===== config.mk =====
export PLATFORM = sky130hd
export DESIGN_NAME = hazard_ctrl
export DESIGN_NICKNAME = d
export VERILOG_FILES = /design/src/rtl/hazard_ctrl.sv
export SDC_FILE = /design/constraint.sdc
export NUM_CORES = 1
export LEC_CHECK = 0
export CAP_MARGIN = 5
export CORE_MARGIN = 8
export CORE_UTILIZATION = 44
export DETAILED_ROUTE_END_ITERATION = 8
export PLACE_DENSITY = 0.75
export SLEW_MARGIN = 5
export SYNTH_ARGS = -nofsm -noshare
export SYNTH_HDL_FRONTEND = slang
export SYNTH_SLANG_ARGS = --single-unit

===== constraint.sdc =====
create_clock -name clk -period 2.7 [get_ports clk]
set_clock_uncertainty 0.05 [all_clocks]
set_input_delay 0.405 -clock clk [delete_from_list [all_inputs] [get_ports clk]]
set_output_delay 0.405 -clock clk [all_outputs]
set_load 0.1 [all_outputs]

===== src/rtl/hazard_ctrl.sv =====
// Pipeline hazard/stall controller: freezes on D-miss, stalls front end on I-miss/load-use, flushes IF/ID on redirect.
// Zero latency: control outputs are combinational from state and inputs; stall statistics and timeout are registered.
module hazard_ctrl #(
    parameter int CW           = 16,
    parameter int TW           = 8,
    parameter int MISS_TIMEOUT = 200
) (
    input  logic          clk,
    input  logic          rst,
    input  logic [4:0]    ID_Rs,
    input  logic [4:0]    ID_Rt,
    input  logic          ID_UsesRt,
    input  logic          EX_MemRead,
    input  logic [4:0]    EX_WR_out,
    input  logic          ID_BrTaken,
    input  logic          ID_Jump,
    input  logic          I_miss,
    input  logic          I_ready,
    input  logic          D_miss,
    input  logic          D_ready,
    output logic          PCWrite,
    output logic          IF_ID_Write,
    output logic          IF_ID_Flush,
    output logic          ID_EX_Write,
    output logic          ID_EX_Flush,
    output logic          EX_M_Write,
    output logic          M_WB_Flush,
    output logic [CW-1:0] stall_cnt,
    output logic [CW-1:0] lu_cnt,
    output logic          timeout_err
);

    typedef enum logic [1:0] {RUN, ISTALL, DSTALL} state_t;

    state_t        state_q, state_d;
    logic          i_pend_q, i_pend_d;
    logic [CW-1:0] stall_cnt_q, lu_cnt_q;
    logic [TW-1:0] wait_cnt_q, wait_cnt_d;
    logic          timeout_q;

    logic freeze, front, lu_hit, lu_sel, redir, not_ready;

    always_comb begin
        freeze = (state_q == DSTALL && !D_ready) || (state_q != DSTALL && D_miss);
        front  = !freeze && ((state_q == ISTALL && !I_ready) || (state_q == RUN && I_miss));
        lu_hit = EX_MemRead && (EX_WR_out != 5'd0) &&
                 ((EX_WR_out == ID_Rs) || (ID_UsesRt && EX_WR_out == ID_Rt));
        lu_sel = !freeze && !front && lu_hit;
        redir  = !freeze && !front && !lu_hit && (ID_BrTaken || ID_Jump);
        // "not ready" means a miss is still outstanding in the current stall state
        not_ready = (state_q == ISTALL && !I_ready) || (state_q == DSTALL && !D_ready);
    end

    always_comb begin
        PCWrite     = 1'b1;
        IF_ID_Write = 1'b1;
        IF_ID_Flush = 1'b0;
        ID_EX_Write = 1'b1;
        ID_EX_Flush = 1'b0;
        EX_M_Write  = 1'b1;
        M_WB_Flush  = 1'b0;
        if (!rst) begin
            PCWrite     = 1'b0;
            IF_ID_Write = 1'b0;
            IF_ID_Flush = 1'b1;
            ID_EX_Write = 1'b0;
            ID_EX_Flush = 1'b1;
            EX_M_Write  = 1'b0;
            M_WB_Flush  = 1'b1;
        end else if (freeze) begin
            PCWrite     = 1'b0;
            IF_ID_Write = 1'b0;
            ID_EX_Write = 1'b0;
            EX_M_Write  = 1'b0;
            M_WB_Flush  = 1'b1;
        end else if (front || lu_sel) begin
            PCWrite     = 1'b0;
            IF_ID_Write = 1'b0;
            ID_EX_Flush = 1'b1;
        end else if (redir) begin
            IF_ID_Flush = 1'b1;
        end
    end

    always_comb begin
        state_d  = state_q;
        i_pend_d = i_pend_q;
        case (state_q)
            RUN: begin
                if (D_miss) begin
                    state_d  = DSTALL;
                    i_pend_d = I_miss;
                end else if (I_miss) begin
                    state_d = ISTALL;
                end
            end
            ISTALL: begin
                if (D_miss) begin
                    state_d  = DSTALL;
                    i_pend_d = !I_ready;
                end else if (I_ready) begin
                    state_d = RUN;
                end
            end
            DSTALL: begin
                // an I-miss parked behind the D-miss resumes as soon as MEM is served
                if (D_ready) begin
                    state_d  = (i_pend_q || I_miss) ? ISTALL : RUN;
                    i_pend_d = 1'b0;
                end
            end
            default: state_d = RUN;
        endcase

        if (state_d != state_q || state_q == RUN)
            wait_cnt_d = '0;
        else if (wait_cnt_q != {TW{1'b1}})
            wait_cnt_d = wait_cnt_q + 1'b1;
        else
            wait_cnt_d = wait_cnt_q;
    end

    always_ff @(posedge clk) begin
        if (!rst) begin
            state_q     <= RUN;
            i_pend_q    <= 1'b0;
            stall_cnt_q <= '0;
            lu_cnt_q    <= '0;
            wait_cnt_q  <= '0;
            timeout_q   <= 1'b0;
        end else begin
            state_q    <= state_d;
            i_pend_q   <= i_pend_d;
            wait_cnt_q <= wait_cnt_d;
            if (!PCWrite && stall_cnt_q != {CW{1'b1}})
                stall_cnt_q <= stall_cnt_q + 1'b1;
            if (lu_sel && lu_cnt_q != {CW{1'b1}})
                lu_cnt_q <= lu_cnt_q + 1'b1;
            if (not_ready && wait_cnt_q == TW'(MISS_TIMEOUT - 1))
                timeout_q <= 1'b1;
        end
    end

    assign stall_cnt   = stall_cnt_q;
    assign lu_cnt      = lu_cnt_q;
    assign timeout_err = timeout_q;

endmodule


Yosys cells after proc, flatten, opt, wreduce, memory -nomap -nowiden
Cells that the tools add are included.
{ "classes": {"bitwise_logic": 1, "addsub": 3, "muxes": 25, "n_reduce_logical": 34, "n_eq_ne": 13} }
{ "ops": {"columns": ["cell", "n"], "rows": [
  ["$add A16 B1 Y16 const B", 2],
  ["$ne A16 B16 Y1 const B", 2],
  ["$mux W1", 18],
  ["$logic_and A1 B1 Y1", 15],
  ["$eq A5 B5 Y1", 2],
  ["$mux W2", 5],
  ["$add A8 B1 Y8 const B", 1],
  ["$eq A8 B8 Y1 const B", 1],
  ["$logic_or A1 B1 Y1", 8],
  ["$ne A2 B2 Y1 const B", 4],
  ["$ne A8 B8 Y1 const B", 1],
  ["$logic_not A1 Y1", 6],
  ["$pmux W2 S3", 1],
  ["$reduce_bool A5 Y1", 1],
  ["$reduce_and A4 Y1", 1],
  ["$pmux W1 S3", 1],
  ["$reduce_bool A3 Y1", 1],
  ["$eq A2 B1 Y1 const B", 1],
  ["$eq A2 B2 Y1 const B", 1],
  ["$logic_not A2 Y1", 1],
  ["$ne A2 B2 Y1", 1],
  ["$reduce_or A2 Y1", 1],
  ["$not A1 Y1", 1]
]} }
{ "totals": {"word_cells": 82, "input_bits": 25, "register_bits": 44, "output_inout_bits": 40} }

Logic depth before layout (Yosys ltp)
{ "depth": {"ltp_word": 14, "depth_mapped": 10, "depth_no_buf": 8} }

Worst setup path before layout
No wires, ideal clock.
{ "synth_timing": {"path_kind": "input -> output", "from": "in rst", "to": "out M_WB_Flush", "stages": 5, "path_slack_ps": -2137, "required_time_ps": 2245, "path_buffers": 2, "t_arrival_ps": 4382, "cell_sequence": "clkbuf_1 > inv_1 > clkbuf_1 > nor3_1 > inv_1"} }
{ "synth_via": {"elab_chain_cells": 1} }
{ "synth_lines": {"columns": ["element", "line_no", "rtl"], "rows": [
  ["from (decl)", "9", "input logic rst,"],
  ["$mux W1", "62", "if (!rst) begin"],
  ["to (decl)", "27", "output logic M_WB_Flush,"]
]} }
No other way between the ends.

Worst setup path after layout
{ "layout_timing": {"from": "in EX_WR_out[4]", "to": "out ID_EX_Flush"} }
{ "layout_via": {"elab_chain_cells": 9, "word_cells_on_any_way": 12, "classes_between": "2 x eq/ne; 3 x mux; 7 x reduce/logical"} }
{ "layout_lines": {"columns": ["element", "line_no", "rtl"], "rows": [
  ["from (decl)", "14", "input logic [4:0] EX_WR_out,"],
  ["$eq A5 B5 Y1", "47", "((EX_WR_out == ID_Rs) || (ID_UsesRt && EX_WR_out == ID_Rt));"],
  ["$logic_and A1 B1 Y1", "47", null],
  ["$logic_or A1 B1 Y1", "47", null],
  ["$logic_and A1 B1 Y1 (*)", "46", "lu_hit = EX_MemRead && (EX_WR_out != 5'd0) &&"],
  ["$logic_and A1 B1 Y1 (*)", "48", "lu_sel = !freeze && !front && lu_hit;"],
  ["$logic_or A1 B1 Y1 (*)", "76", "end else if (front || lu_sel) begin"],
  ["$mux W1 (*)", "76", null],
  ["$mux W1 (*)", "70", "end else if (freeze) begin"],
  ["$mux W1 (*)", "62", null],
  ["to (decl)", "25", "output logic ID_EX_Flush,"]
]} }
Every way passes the cells marked *; elsewhere a longest branch is shown, timed or not.

==> flow_summary.ini <==
[floorplan]
start_util_pct = 45.5
die_area_um2 = 8330
placeableCoreArea_um2 = 5470
die_w_um = 91.2
num_rows = 27
design.portCount = 65
die_height_um = 91.2

[grt]
gr-total-overflow = 0
gr-usage-all-layers_pct = 15.1
grt_pass1_vias = 2476
grt_pass1_wl_mm = 10.9
grt_max_degree = 29
grt_antenna_before_repair = 0

[setup_path]
worst-path-stages = 7
endpoint = ID_EX_Flush
worst-path-buf-inv = 3
r2r_end = lu_cnt[11]
cp_top_family = buffers and inverters
setup.worst_path.start = EX_WR_out[4]
crit_chain = clkdlybuf4s50_1, or4_4, o21a_1, a221oi_2, buf_4, o31ai_4, buf_12
crit_slowest_cell = clkdlybuf4s50_1
critPathCaptureType = output pin
arrival_ps = 2240
r2r_start = state_q[0]
critPathKind = in -> out
crit_path_start_kind = input pin
slowest_delay_ps = 470
critPathMaxFanout = 3
worstPathRequired_ps = 2250
regToRegSetupSlack_ps = 110
ff2ff_path_depth = 8

[hold_path]
holdCritStartpoint = lu_cnt[6]
worstHoldPathType = reg -> reg

[power_and_ir_drop]
combPwrFrac_pct = 29.6
seqPwrFrac_pct = 41.4
pwr-share-clk_pct = 29.0
total_leakage_power_uw = 0.00134
p_sw_uw = 521
ir_drop_mv = 0.302
p_per_area_nw_per_um2 = 457
p_sw_share_pct = 31.6
internal-power_uw = 1130
power_uw = 1650

[status]
outcome = finished clean

[yosys]
synthSimpleGateAreaFrac_pct = 28.7
synth_top_family_by_area = simple AND/OR/NAND/NOR gates
synthXorXnorAreaFrac_pct = 5.98
synth_edf_count = 0
yosys.area.top_type_share_pct = 35.4
ys_seq_elements = 44
netlist_instances = 304
synth_top_area_cell = dfxtp_1
synth_area_um2 = 2490
ys_seq_area_share_pct = 35.4
ys_async_sr_fraction_pct = 0
synth_common_cells = 44 x dfxtp_1, 26 x nand2_1, 24 x a21oi_1, 24 x nor2_1, 19 x o21ai_0
ys.warnings.count = 0
synth_most_common_cell = dfxtp_1
syn_avg_cell_area_um2 = 8.19
synthAdderAreaFrac_pct = 4.02
synth_mux_area_share_pct = 3.21
synth-compound-area-share_pct = 18.7
synthFlopType = dfxtp_1
synth.distinct_cells = 48
synth_area_leaders = dfxtp_1 35%, a21oi_1 4.8%, xnor2_1 4.6%
synthesis.nets = 337

[place]
gp_congestion = 0.785
dp_hpwl_mm = 4.97
io_buffer_count = 64

[sta]
relSlewSlack_pct = 55.7
finalSetupViolCount = 0
layout_worst_path_cycle_share_pct = 99.7
whs_ps = 447
period_needed_ps = 2690
fmax_mhz = 372
tightestPinTransition_ps = 664
finalHoldViolCount = 0
report.final.slew_viol_count = 0

[finish]
post-route-util_pct = 66.0
layout.nets = 426
areaGrowthSynthToFinish_pct = 45.0
antenna_cells = 0
drive_gt1_share_pct = 27.6

[clock_tree]
htree_levels = 2
root_buffer = clkbuf_8
cts.clk_slew.worst_paths_ps = 80
cts_tree = done
clkSinkCount = 44
clock_path_buffers = 2
numCtsBuffers = 5
clock_latency_ps = 290
cts_hold_buf = 0

[run]
maxCapViolations = 0

[detailed_routing]
routed-via-count = 2560
first_pass_iters = 4
drt-wirelength-per-cell_um = 14.2
drc = 0
routed_via_density = 5.52
ant_nets = 0
first_iter_violations = 135
drt-total-wl_mm = 6.60
-- metal layers --
layer  track usage (%)  vias up  part of all wire (%)
met3              4.69        5                   5.2
li1                  -     1287                     -
met5                 0        -                     0
met2              26.2       58                    50
met1              17.8     1210                    44
met4              3.00        0                  0.61
-- cells by family after synthesis --
group / after synthesis
flip-flops: 44
adder cells (fa/ha/maj): 8
XOR/XNOR: 17
multiplexers: 8
buffers and inverters: 22
AO/OA/AOI/OAI: 73
AND/OR/NAND/NOR: 132
-- cell usage in the layout (no fill, tap or decap), types with 3 or more instances in the layout --
| cell type | instances |
|---|---|
| a211oi_1 | 4 |
| clkdlybuf4s50_1 | 20 |
| nor4_1 | 4 |
| buf_12 | 8 |
| or4b_4 | 3 |
| nor2_1 | 24 |
| dfxtp_1 | 32 |
| o21ai_0 | 18 |
| nor3_1 | 5 |
| mux2i_1 | 8 |
| nand4_1 | 10 |
| or4_1 | 4 |
| nand2_1 | 25 |
| clkbuf_8 | 5 |
| nor3b_1 | 3 |
| a21oi_1 | 23 |
| dlymetal6s2s_1 | 3 |
| nor2b_1 | 3 |
| inv_1 | 10 |
| o21a_1 | 3 |
| buf_4 | 60 |
| xnor2_1 | 12 |
| nand2b_1 | 5 |
| nand3_1 | 16 |
| o31ai_1 | 7 |
| xor2_1 | 4 |
| ha_1 | 6 |
| dfxtp_2 | 12 |
| or3_1 | 14 |
-- flip-flops by register name, indices dropped and copies added, names as in the netlist --
signal	count
i_pend_q	1
wait_cnt_q	8
stall_cnt	16
lu_cnt	16
state_q	2
timeout_err	1
-- worst min-delay path by stage --
stage                         end  slack, ps  depth (start not counted)
finish                  lu_cnt[6]        450                          2
global route         stall_cnt[5]        470                          2
CTS                  stall_cnt[5]        450                          2
detailed placement    timeout_err        430                          2
global placement      timeout_err        430                          2
floorplan           wait_cnt_q[6]        410                          1
-- worst reg2reg max path, delay by kind of cell, from the launching register on --
family / cells / cell delay (ps)
flops: 1 / 320
buf+inv: 1 / 140
fa+ha+maj: 1 / 160
simple gates: 4 / 1340
compound gates: 2 / 500
-- power groups by stage --
stage	Sequential (uW)	Clock, uW	Combinational, uW
after floorplan	755	0	239
after global placement	696	0	462
after detailed placement	697	0	468
after CTS	681	493	470
after global routing	686	514	514
final	683	478	489
-- area by class of cell --
| type | instances | area, um^2 |
|---|---|---|
| Clock inverter | 1 | 30.0 |
| Sequential cell | 44 | 896 |
| Clock buffer | 5 | 68.8 |
| Timing Repair Buffer | 94 | 880 |
| Fill cell | 491 | 1860 |
| Multi-Input combinational cell | 238 | 1610 |
| Inverter | 10 | 37.5 |
| Tap cell | 72 | 90.1 |
-- what timing repair did --
item / CTS / global route
gates resized for setup: 2 / 17
pin swaps: 0 / 9
setup endpoints to repair: 1 / 13
setup buffers: 0 / 3
-- metrics by stage --
stage / setup TNS [ps] / setup slack [ps] / instance area, um^2 / cells
after floorplan: -311 / -257 / 2560 / 304
after global placement: -618 / -77.9 / 3420 / 455
after detailed placement: -1420 / -159 / 3420 / 455
after CTS: 0 / 5.21 / 3520 / 461
after global routing: -79.3 / -71.6 / 3610 / 464
final: 0 / 9.37 / 3610 / 464
(Power assumes the default switching activity.)
